--- config.mk ---
export PLATFORM = sky130hd
export DESIGN_NAME = ps2_scan_code_decoder
export DESIGN_NICKNAME = d
export VERILOG_FILES = /design/src/rtl/ps2_defs.sv /design/src/rtl/ps2_event_fifo.sv /design/src/rtl/ps2_scan_code_decoder.sv
export SDC_FILE = /design/constraint.sdc
export NUM_CORES = 1
export LEC_CHECK = 0
export CAP_MARGIN = 15
export CORE_MARGIN = 10
export CORE_UTILIZATION = 28
export CTS_CLUSTER_DIAMETER = 40
export DETAILED_ROUTE_END_ITERATION = 8
export GPL_TIMING_DRIVEN = 0
export PLACE_DENSITY = 0.44
export SLEW_MARGIN = 20
export SYNTH_ARGS = -nofsm -noshare
export SYNTH_HDL_FRONTEND = slang
export SYNTH_HIERARCHICAL = 1
export SYNTH_SLANG_ARGS = --single-unit
--- constraint.sdc ---
create_clock -name FCLK -period 2.45 [get_ports FCLK]
set_input_delay 0.49 -clock FCLK [delete_from_list [all_inputs] [get_ports FCLK]]
set_output_delay 0.49 -clock FCLK [all_outputs]
set_load 0.01 [all_outputs]
--- src/rtl/ps2_defs.sv ---
// Shared constants and types for the PS/2 scan code decoder.
package ps2_defs;

  localparam logic [7:0] PS2_PREFIX_EXT = 8'hE0;
  localparam logic [7:0] PS2_PREFIX_BRK = 8'hF0;
  localparam int unsigned PS2_EVENT_W = 10;

  typedef enum logic [1:0] {
    StIdle   = 2'd0,
    StExt    = 2'd1,
    StBrk    = 2'd2,
    StExtBrk = 2'd3
  } ps2_state_e;

  typedef struct packed {
    logic       ext;
    logic       rel;
    logic [7:0] code;
  } ps2_event_t;

endpackage

--- src/rtl/ps2_event_fifo.sv ---
// Show-ahead event FIFO; a push into a full FIFO is accepted only alongside a pop.
module ps2_event_fifo #(
  parameter int unsigned DEPTH = 4,
  parameter int unsigned WIDTH = 10
) (
  input  logic             clk_i,
  input  logic             rst_i,
  input  logic             push_i,
  input  logic [WIDTH-1:0] wdata_i,
  input  logic             pop_i,
  output logic [WIDTH-1:0] rdata_o,
  output logic             full_o,
  output logic             empty_o
);

  localparam int unsigned AW = $clog2(DEPTH);

  logic [WIDTH-1:0] mem_q [DEPTH];
  logic [AW-1:0]    wr_ptr_q, rd_ptr_q;
  logic [AW:0]      count_q, count_d;
  logic             wr_en, rd_en;

  assign full_o  = (count_q == (AW+1)'(DEPTH));
  assign empty_o = (count_q == '0);
  assign rd_en   = pop_i && !empty_o;
  assign wr_en   = push_i && (!full_o || rd_en);
  assign rdata_o = mem_q[rd_ptr_q];

  always_comb begin
    count_d = count_q;
    unique case ({wr_en, rd_en})
      2'b10:   count_d = count_q + (AW+1)'(1);
      2'b01:   count_d = count_q - (AW+1)'(1);
      default: count_d = count_q;
    endcase
  end

  always_ff @(posedge clk_i) begin
    if (rst_i) begin
      wr_ptr_q <= '0;
      rd_ptr_q <= '0;
      count_q  <= '0;
    end else begin
      if (wr_en) wr_ptr_q <= wr_ptr_q + AW'(1);
      if (rd_en) rd_ptr_q <= rd_ptr_q + AW'(1);
      count_q <= count_d;
    end
  end

  always_ff @(posedge clk_i) begin
    if (wr_en) mem_q[wr_ptr_q] <= wdata_i;
  end

endmodule

--- src/rtl/ps2_scan_code_decoder.sv ---
// Turns a stream of PS/2 scan bytes into prefix-free key events queued in a FIFO.
module ps2_scan_code_decoder
  import ps2_defs::*;
#(
  parameter int unsigned FIFO_DEPTH     = 4,
  parameter int unsigned TIMEOUT_CYCLES = 2500000
) (
  input  logic       FCLK,
  input  logic       RST,
  input  logic [7:0] SCAN_CODE,
  input  logic       CODE_VALID,
  input  logic       PARITY_OK,
  input  logic       EVENT_READY,
  output logic       EVENT_VALID,
  output logic [7:0] KEY_CODE,
  output logic       KEY_EXTENDED,
  output logic       KEY_RELEASED,
  output logic       OVERFLOW,
  output logic [7:0] PARITY_ERR_CNT
);

  localparam int unsigned TW = $clog2(TIMEOUT_CYCLES + 1);

  ps2_state_e  state_q, state_d;
  logic [TW-1:0] timer_q, timer_d;
  logic [7:0]  err_q, err_d;
  logic        push_q, push_d;
  ps2_event_t  entry_q, entry_d;
  logic        overflow_q, overflow_d;
  ps2_event_t  head;
  logic        full, empty;

  always_comb begin
    state_d = state_q;
    timer_d = timer_q;
    err_d   = err_q;
    push_d  = 1'b0;
    entry_d = entry_q;
    if (CODE_VALID) begin
      timer_d = '0;
      if (!PARITY_OK) begin
        state_d = StIdle;
        if (err_q != 8'hFF) err_d = err_q + 8'd1;
      end else begin
        unique case (state_q)
          StIdle: begin
            if (SCAN_CODE == PS2_PREFIX_EXT)      state_d = StExt;
            else if (SCAN_CODE == PS2_PREFIX_BRK) state_d = StBrk;
            else begin
              push_d  = 1'b1;
              entry_d = '{ext: 1'b0, rel: 1'b0, code: SCAN_CODE};
            end
          end
          StExt: begin
            if (SCAN_CODE == PS2_PREFIX_BRK)      state_d = StExtBrk;
            else if (SCAN_CODE == PS2_PREFIX_EXT) state_d = StExt;
            else begin
              state_d = StIdle;
              push_d  = 1'b1;
              entry_d = '{ext: 1'b1, rel: 1'b0, code: SCAN_CODE};
            end
          end
          StBrk, StExtBrk: begin
            state_d = StIdle;
            // A prefix byte after F0 is malformed: drop the whole sequence.
            if (SCAN_CODE != PS2_PREFIX_EXT && SCAN_CODE != PS2_PREFIX_BRK) begin
              push_d  = 1'b1;
              entry_d = '{ext: (state_q == StExtBrk), rel: 1'b1, code: SCAN_CODE};
            end
          end
          default: state_d = StIdle;
        endcase
      end
    end else if (state_q != StIdle) begin
      if (timer_q == TW'(TIMEOUT_CYCLES - 1)) begin
        state_d = StIdle;
        timer_d = '0;
      end else begin
        timer_d = timer_q + TW'(1);
      end
    end
  end

  // Push arriving on a full FIFO is lost unless the consumer pops in the same cycle.
  assign overflow_d = overflow_q | (push_q && full && !EVENT_READY);

  always_ff @(posedge FCLK) begin
    if (RST) begin
      state_q    <= StIdle;
      timer_q    <= '0;
      err_q      <= '0;
      push_q     <= 1'b0;
      entry_q    <= '0;
      overflow_q <= 1'b0;
    end else begin
      state_q    <= state_d;
      timer_q    <= timer_d;
      err_q      <= err_d;
      push_q     <= push_d;
      entry_q    <= entry_d;
      overflow_q <= overflow_d;
    end
  end

  ps2_event_fifo #(
    .DEPTH (FIFO_DEPTH),
    .WIDTH (PS2_EVENT_W)
  ) u_fifo (
    .clk_i   (FCLK),
    .rst_i   (RST),
    .push_i  (push_q),
    .wdata_i (entry_q),
    .pop_i   (EVENT_READY),
    .rdata_o (head),
    .full_o  (full),
    .empty_o (empty)
  );

  assign EVENT_VALID    = !empty;
  assign KEY_CODE       = EVENT_VALID ? head.code : 8'h00;
  assign KEY_EXTENDED   = EVENT_VALID & head.ext;
  assign KEY_RELEASED   = EVENT_VALID & head.rel;
  assign OVERFLOW       = overflow_q;
  assign PARITY_ERR_CNT = err_q;

endmodule

==> results of run 1 <==
==> state kept, by name (all words and copies together), names as in the netlist, named ones only <==
register and cells:
u_fifo/rd_ptr_q 2, PARITY_ERR_CNT 8, timer_q 22, entry_q 10, push_q 1, u_fifo/count_q 3
u_fifo/wr_ptr_q 2, state_q 2, u_fifo/mem_q 40, OVERFLOW 1
==> power by group <==
part           internal, W  switching [W]
Clock             0.000826       0.000598
Combinational     0.000263       0.000252
Sequential         0.00166      0.0000468
==> repair_timing <==
action | in CTS | in global routing
hold endpoints to repair | 0 | 0
gates resized for setup | 17 | 1
endpoints found under the setup margin | 11 | 2
hold buffers | 0 | 0
==> cell usage in the layout (no fill, tap or decap), types with 6 or more instances in the layout <==
cell type         n
dfxtp_1          52
edfxtp_1         40
nor2_1           37
clkdlybuf4s50_1  22
xor2_1           16
inv_1            15
a21oi_1          13
nor2b_1          12
mux2i_1          11
nand3_1          11
o21ai_0          11
dlygate4sd2_1    10
mux4_2           10
nand2_1           9
clkbuf_16         9
o31ai_1           8
nand4_1           7
ha_1              7
buf_2             6
or4_1             6
==> stage by stage <==
stage / hold WS (ns) / std cells / area [um^2] / power (W)
2_1_floorplan: 0.4522 / 335 / 4005 / 0.002046
3_3_place_gp: 0.4624 / 547 / 4551 / 0.002264
3_5_place_dp: 0.4754 / 547 / 4551 / 0.002272
4_1_cts: 0.4798 / 562 / 4865 / 0.003706
5_1_grt: 0.5189 / 562 / 4872 / 0.003809
6_report: 0.4776 / 562 / 4872 / 0.003641
==> metal layers <==
metal  GRT usage  share of wire  vias to the layer above
met5           0              0                        -
met4     0.03587         0.0092                        0
met3     0.02790          0.048                       10
met2      0.1477           0.49                       34
met1      0.1081           0.45                     1256
li1            -              -                     1314
==> worst min path at each step <==
stage | end | cells past startpoint | slack [ns]
global placement | OVERFLOW | 2 | 0.46
floorplan | timer_q[21] | 2 | 0.45
detailed placement | timer_q[21] | 2 | 0.48
CTS | flip-flop | 2 | 0.48
finish | flip-flop | 2 | 0.48
global route | flip-flop | 2 | 0.52
==> logic make-up after synthesis <==
family,Yosys count,synth area share
muxes,22,0.08747
DFF,93,0.5648
xor gates and xnor gates,18,0.03936
adders and majority gates,8,0.02687
buffers and inverters,30,0.03499
and+or+nand+nor,116,0.1668
AOI/OAI and AO/OA,48,0.07966
==> area by class of cell <==
class | count | area (um^2) | area share
flip-flops and latches | 93 | 2263 | 0.4646
clock inverters | 6 | 68.82 | 0.01412
plain buffers | 14 | 96.34 | 0.01977
inverters | 15 | 56.30 | 0.01156
clock buffers | 10 | 239.0 | 0.04905
well taps | 180 | 225.2 | 0.04622
multi-input cells | 212 | 1615 | 0.3315
repair buffers | 32 | 307.8 | 0.06317
==> worst register-to-register path, cell delays in order (launching register included) <==
cell	delay, ns
dfxtp_1	0.40
nor3b_2	0.32
a21boi_4	0.14
inv_1	0.08
ha_1	0.17
inv_1	0.06
fa_1	0.37
xor2_1	0.15
or3_2	0.40
a21oi_1	0.17
==> results.yml, run 1 <==
synth:
  netlist_instances: 335
  synth_most_common_cell: "dfxtp_1"
  syn_area_per_cell_um2: 11.96
  synth_edf_count: 40
  ys_top_cells_by_count: "dfxtp_1 (53), edfxtp_1 (40), nor2_1 (37)"
  syn-num-nets: 356
  ys_ff_latch: 93
  yosys-top-cells-area: "edfxtp_1 (30%), dfxtp_1 (26%), mux4_2 (5.6%)"
  synthDistinctLibCells: 55
  synth_largest_area_cell: "edfxtp_1"
  yosys.area.top_type_share: 0.2999
  synth_area_um2: 4005
  synth_flop_cell: "dfxtp_1"
  synth_warnings: 6
  ys_seq_area_frac: 0.5648
  ys_async_sr_fraction: 0
sta:
  period_share: 0.9580
  slew_violations: 0
  rsz0062_at_grt: "true"
  relSlewSlack: 0.6151
  fin_crit_ns: 2.347
  fin_tns_setup_ns: 0
  worst_pin_slew_ns: 0.5773
  timing.fmax_mhz: 426.1
  setup_violations: 0
  setup_slack_ns: 0.1029
  finalHoldViolCount: 0
  skew_ns: 0.007257
clocking:
  clk_latency_ns: 0.34
  cts_inserted_buffers: 9
  h-tree-depth: 3
  post_cts_buffers: 0
  cts.sinks: 93
  cts-root-buf: "clkbuf_16"
  cts.path.max_buffers: 2
  clk_pin_slew_ns: 0.07
  cts_tree: "built"
floorplan:
  die_w_um: 139.6
  die_y_um: 139.6
  dieArea_um2: 19490
  num_rows: 43
  io_pins: 33
  start_util: 0.2874
  coreArea_um2: 13930
setup_path:
  cp.required_ns: 1.96
  crit_arrival_ns: 1.86
  startpoint: "u_fifo/count_q[1]"
  worst-setup-path-type: "reg -> out"
  endpoint: "EVENT_VALID"
  end_kind: "output port"
  reg2reg_slack_ns: 0.11
  path_buf_inv: 3
  reg2reg_from: "u_fifo/count_q[2]"
  critPathMaxStageDelay_ns: 0.47
  cp_slowest_cell: "clkdlybuf4s50_1"
  cp.depth: 4
  cp_top_family: "buffers and inverters"
  r2r_cells: 9
  worstPathMaxFanout: 10
  start_kind: "flip-flop"
  crit_chain: "nor3_2 > clkbuf_2 > inv_1 > clkdlybuf4s50_1"
  r2r-end: "u_fifo/count_q[2]"
power:
  p_leak_nw: 1.749
  max-vdd-ir-drop_mv: 0.3239
  power_density_nw_per_um2: 747.4
drt:
  via_per_inst: 4.651
  first_iter_violations: 114
  ant_nets: 0
  drtPass1Iterations: 4
  wirelength_um: 8603
  wl_per_cell_um: 15.31
  drc_errors: 0
  vias: 2614
global_route:
  grt_pass1_wl_um: 14320
  globalRouteTotalUtil: 0.09033
  antenna_found_initial: 0
  grt_max_degree: 17
  grt_pass1_vias: 2639
  grt_overflow: 0
place:
  hpwl_um: 6076
  portBuffers: 32
  place_ws_ns: -0.2799
  routabilityCongestion: 0.7156
min_path:
  holdCritPathClass: "reg -> reg"
  hold_path_startpoint: "u_fifo/rd_ptr_q[1]"
final_layout:
  area_delta_synth_final_pct: 21.65
  fin_nets: 398
  final_util: 0.3496
  diodes: 0
  fillers: 1403
  layout-drive-gt1-share: 0.1466
outcome:
  status: "completed"
job:
  drv_cap: 0
Note: power is estimated with default switching activity, not from simulation.
==> run 2, diff against run 1 <==
- CTS_CLUSTER_SIZE: default -> 30
- MAX_ROUTING_LAYER: default -> met4
==> results.yml, run 2 (synthesis results as in run 1) <==
outcome:
  status: "completed"
global_route:
  grtUsageMet1: 0.1089
  grt_max_degree: 17
  globalRouteTotalUtil: 0.09321
  grt_overflow: 0
  use_met3: 0.02926
  grt_pass1_vias: 2627
  grt_pass1_wl_um: 14340
  busiest_layer: "met2"
  antenna_found_initial: 0
  grtUsageMet2: 0.1477
setup_path:
  start_kind: "flip-flop"
  worstPathMaxFanout: 10
  worst-setup-path-type: "reg -> out"
  crit_arrival_ns: 1.85
  end_kind: "output port"
  cp.required_ns: 1.96
sta:
  worst_pin_slew_ns: 0.5774
  relSlewSlack: 0.6151
  fin_crit_ns: 2.345
  period_share: 0.9571
  fin_tns_setup_ns: 0
  slew_violations: 0
  timing.fmax_mhz: 426.4
  finalHoldViolCount: 0
  rsz0062_at_grt: "true"
  setup_violations: 0
  skew_ns: 0.007300
final_layout:
  largest_reg_flops: 40
  multi_input_area_um2: 1615
  ff_latch_area_um2: 2263
  diodes: 0
  area_delta_synth_final_pct: 21.65
  reg_top3: "u_fifo/mem_q (40), timer_q (22), entry_q (10)"
  layout_common_cells: "dfxtp_1 (52), edfxtp_1 (40), nor2_1 (37)"
  fin_nets: 398
  fillers: 1403
  layout-drive-gt1-share: 0.1466
  regMostFlops: "u_fifo/mem_q"
  layout_commonest_cell: "dfxtp_1"
  final_util: 0.3496
floorplan:
  die_y_um: 139.6
  die_w_um: 139.6
  dieArea_um2: 19490
  start_util: 0.2874
  coreArea_um2: 13930
  num_rows: 43
  io_pins: 33
drt:
  drc_errors: 0
  wl_per_cell_um: 15.32
  ant_nets: 0
  via_per_inst: 4.658
  drtPass1Iterations: 4
  vias: 2618
  first_iter_violations: 107
  wirelength_um: 8608
clocking:
  cts.path.max_buffers: 2
  cts_tree: "built"
  cts.sinks: 93
  cts_resized: 17
  post_cts_buffers: 0
  clk_pin_slew_ns: 0.07
  clk_latency_ns: 0.34
  cts.hold.buffers_added: 0
  cts-root-buf: "clkbuf_16"
  h-tree-depth: 3
  cts_inserted_buffers: 9
power:
  total_power_w: 0.003642
  p_leak_nw: 1.749
  power_density_nw_per_um2: 747.5
  max-vdd-ir-drop_mv: 0.3240
min_path:
  holdCritPathClass: "reg -> reg"
place:
  hpwl_um: 6076
  portBuffers: 32
  routabilityCongestion: 0.7239
job:
  drv_cap: 0
==> run 2: area by class of cell <==
type | instances | area share
plain buffers | 14 | 0.01977
clock buffers | 10 | 0.04905
clock inverters | 6 | 0.01412
inverters | 15 | 0.01156
multi-input cells | 212 | 0.3315
flip-flops and latches | 93 | 0.4646
well taps | 180 | 0.04622
repair buffers | 32 | 0.06317
==> run 2: routing by layer <==
layer | vias to the layer above | share of wire
met2 | 35 | 0.49
li1 | 1314 | -
met3 | 10 | 0.042
met5 | - | 0
met1 | 1259 | 0.46
met4 | 0 | 0.015
==> run 2: path summary, 6_finish.rpt <==
check / startpoint / to / slack, ns / cells after the start
worst min-delay path: u_fifo/rd_ptr_q[1] / flip-flop / 0.48 / 2
worst max register to register: u_fifo/count_q[2] / u_fifo/count_q[2] / 0.11 / 9
worst max-delay path: u_fifo/count_q[1] / EVENT_VALID / 0.11 / 4
worst min register to register: u_fifo/rd_ptr_q[1] / flip-flop / 0.48 / 2
==> run 2: where the power goes <==
group / total [W] / switching, W / internal, W
Sequential: 0.00170 / 0.0000468 / 0.00166
Clock: 0.00142 / 0.000598 / 0.000826
Combinational: 0.000516 / 0.000252 / 0.000263
==> run 2: stage by stage <==
step	hold WS [ns]	instance area, um^2	setup slack, ns	cells
floorplan	0.4522	4005	0.3920	335
global placement	0.4624	4551	-0.2073	547
detailed placement	0.4754	4551	-0.2799	547
CTS	0.4798	4865	0.04571	562
global route	0.5189	4872	-0.02960	562
finish	0.4776	4872	0.1050	562
==> run 2: critical path, cell delays in order, from the launching register on <==
cell             delay, ns
dfxtp_1               0.36
nor3_2                0.35
clkbuf_2              0.28
inv_1                 0.05
clkdlybuf4s50_1       0.47
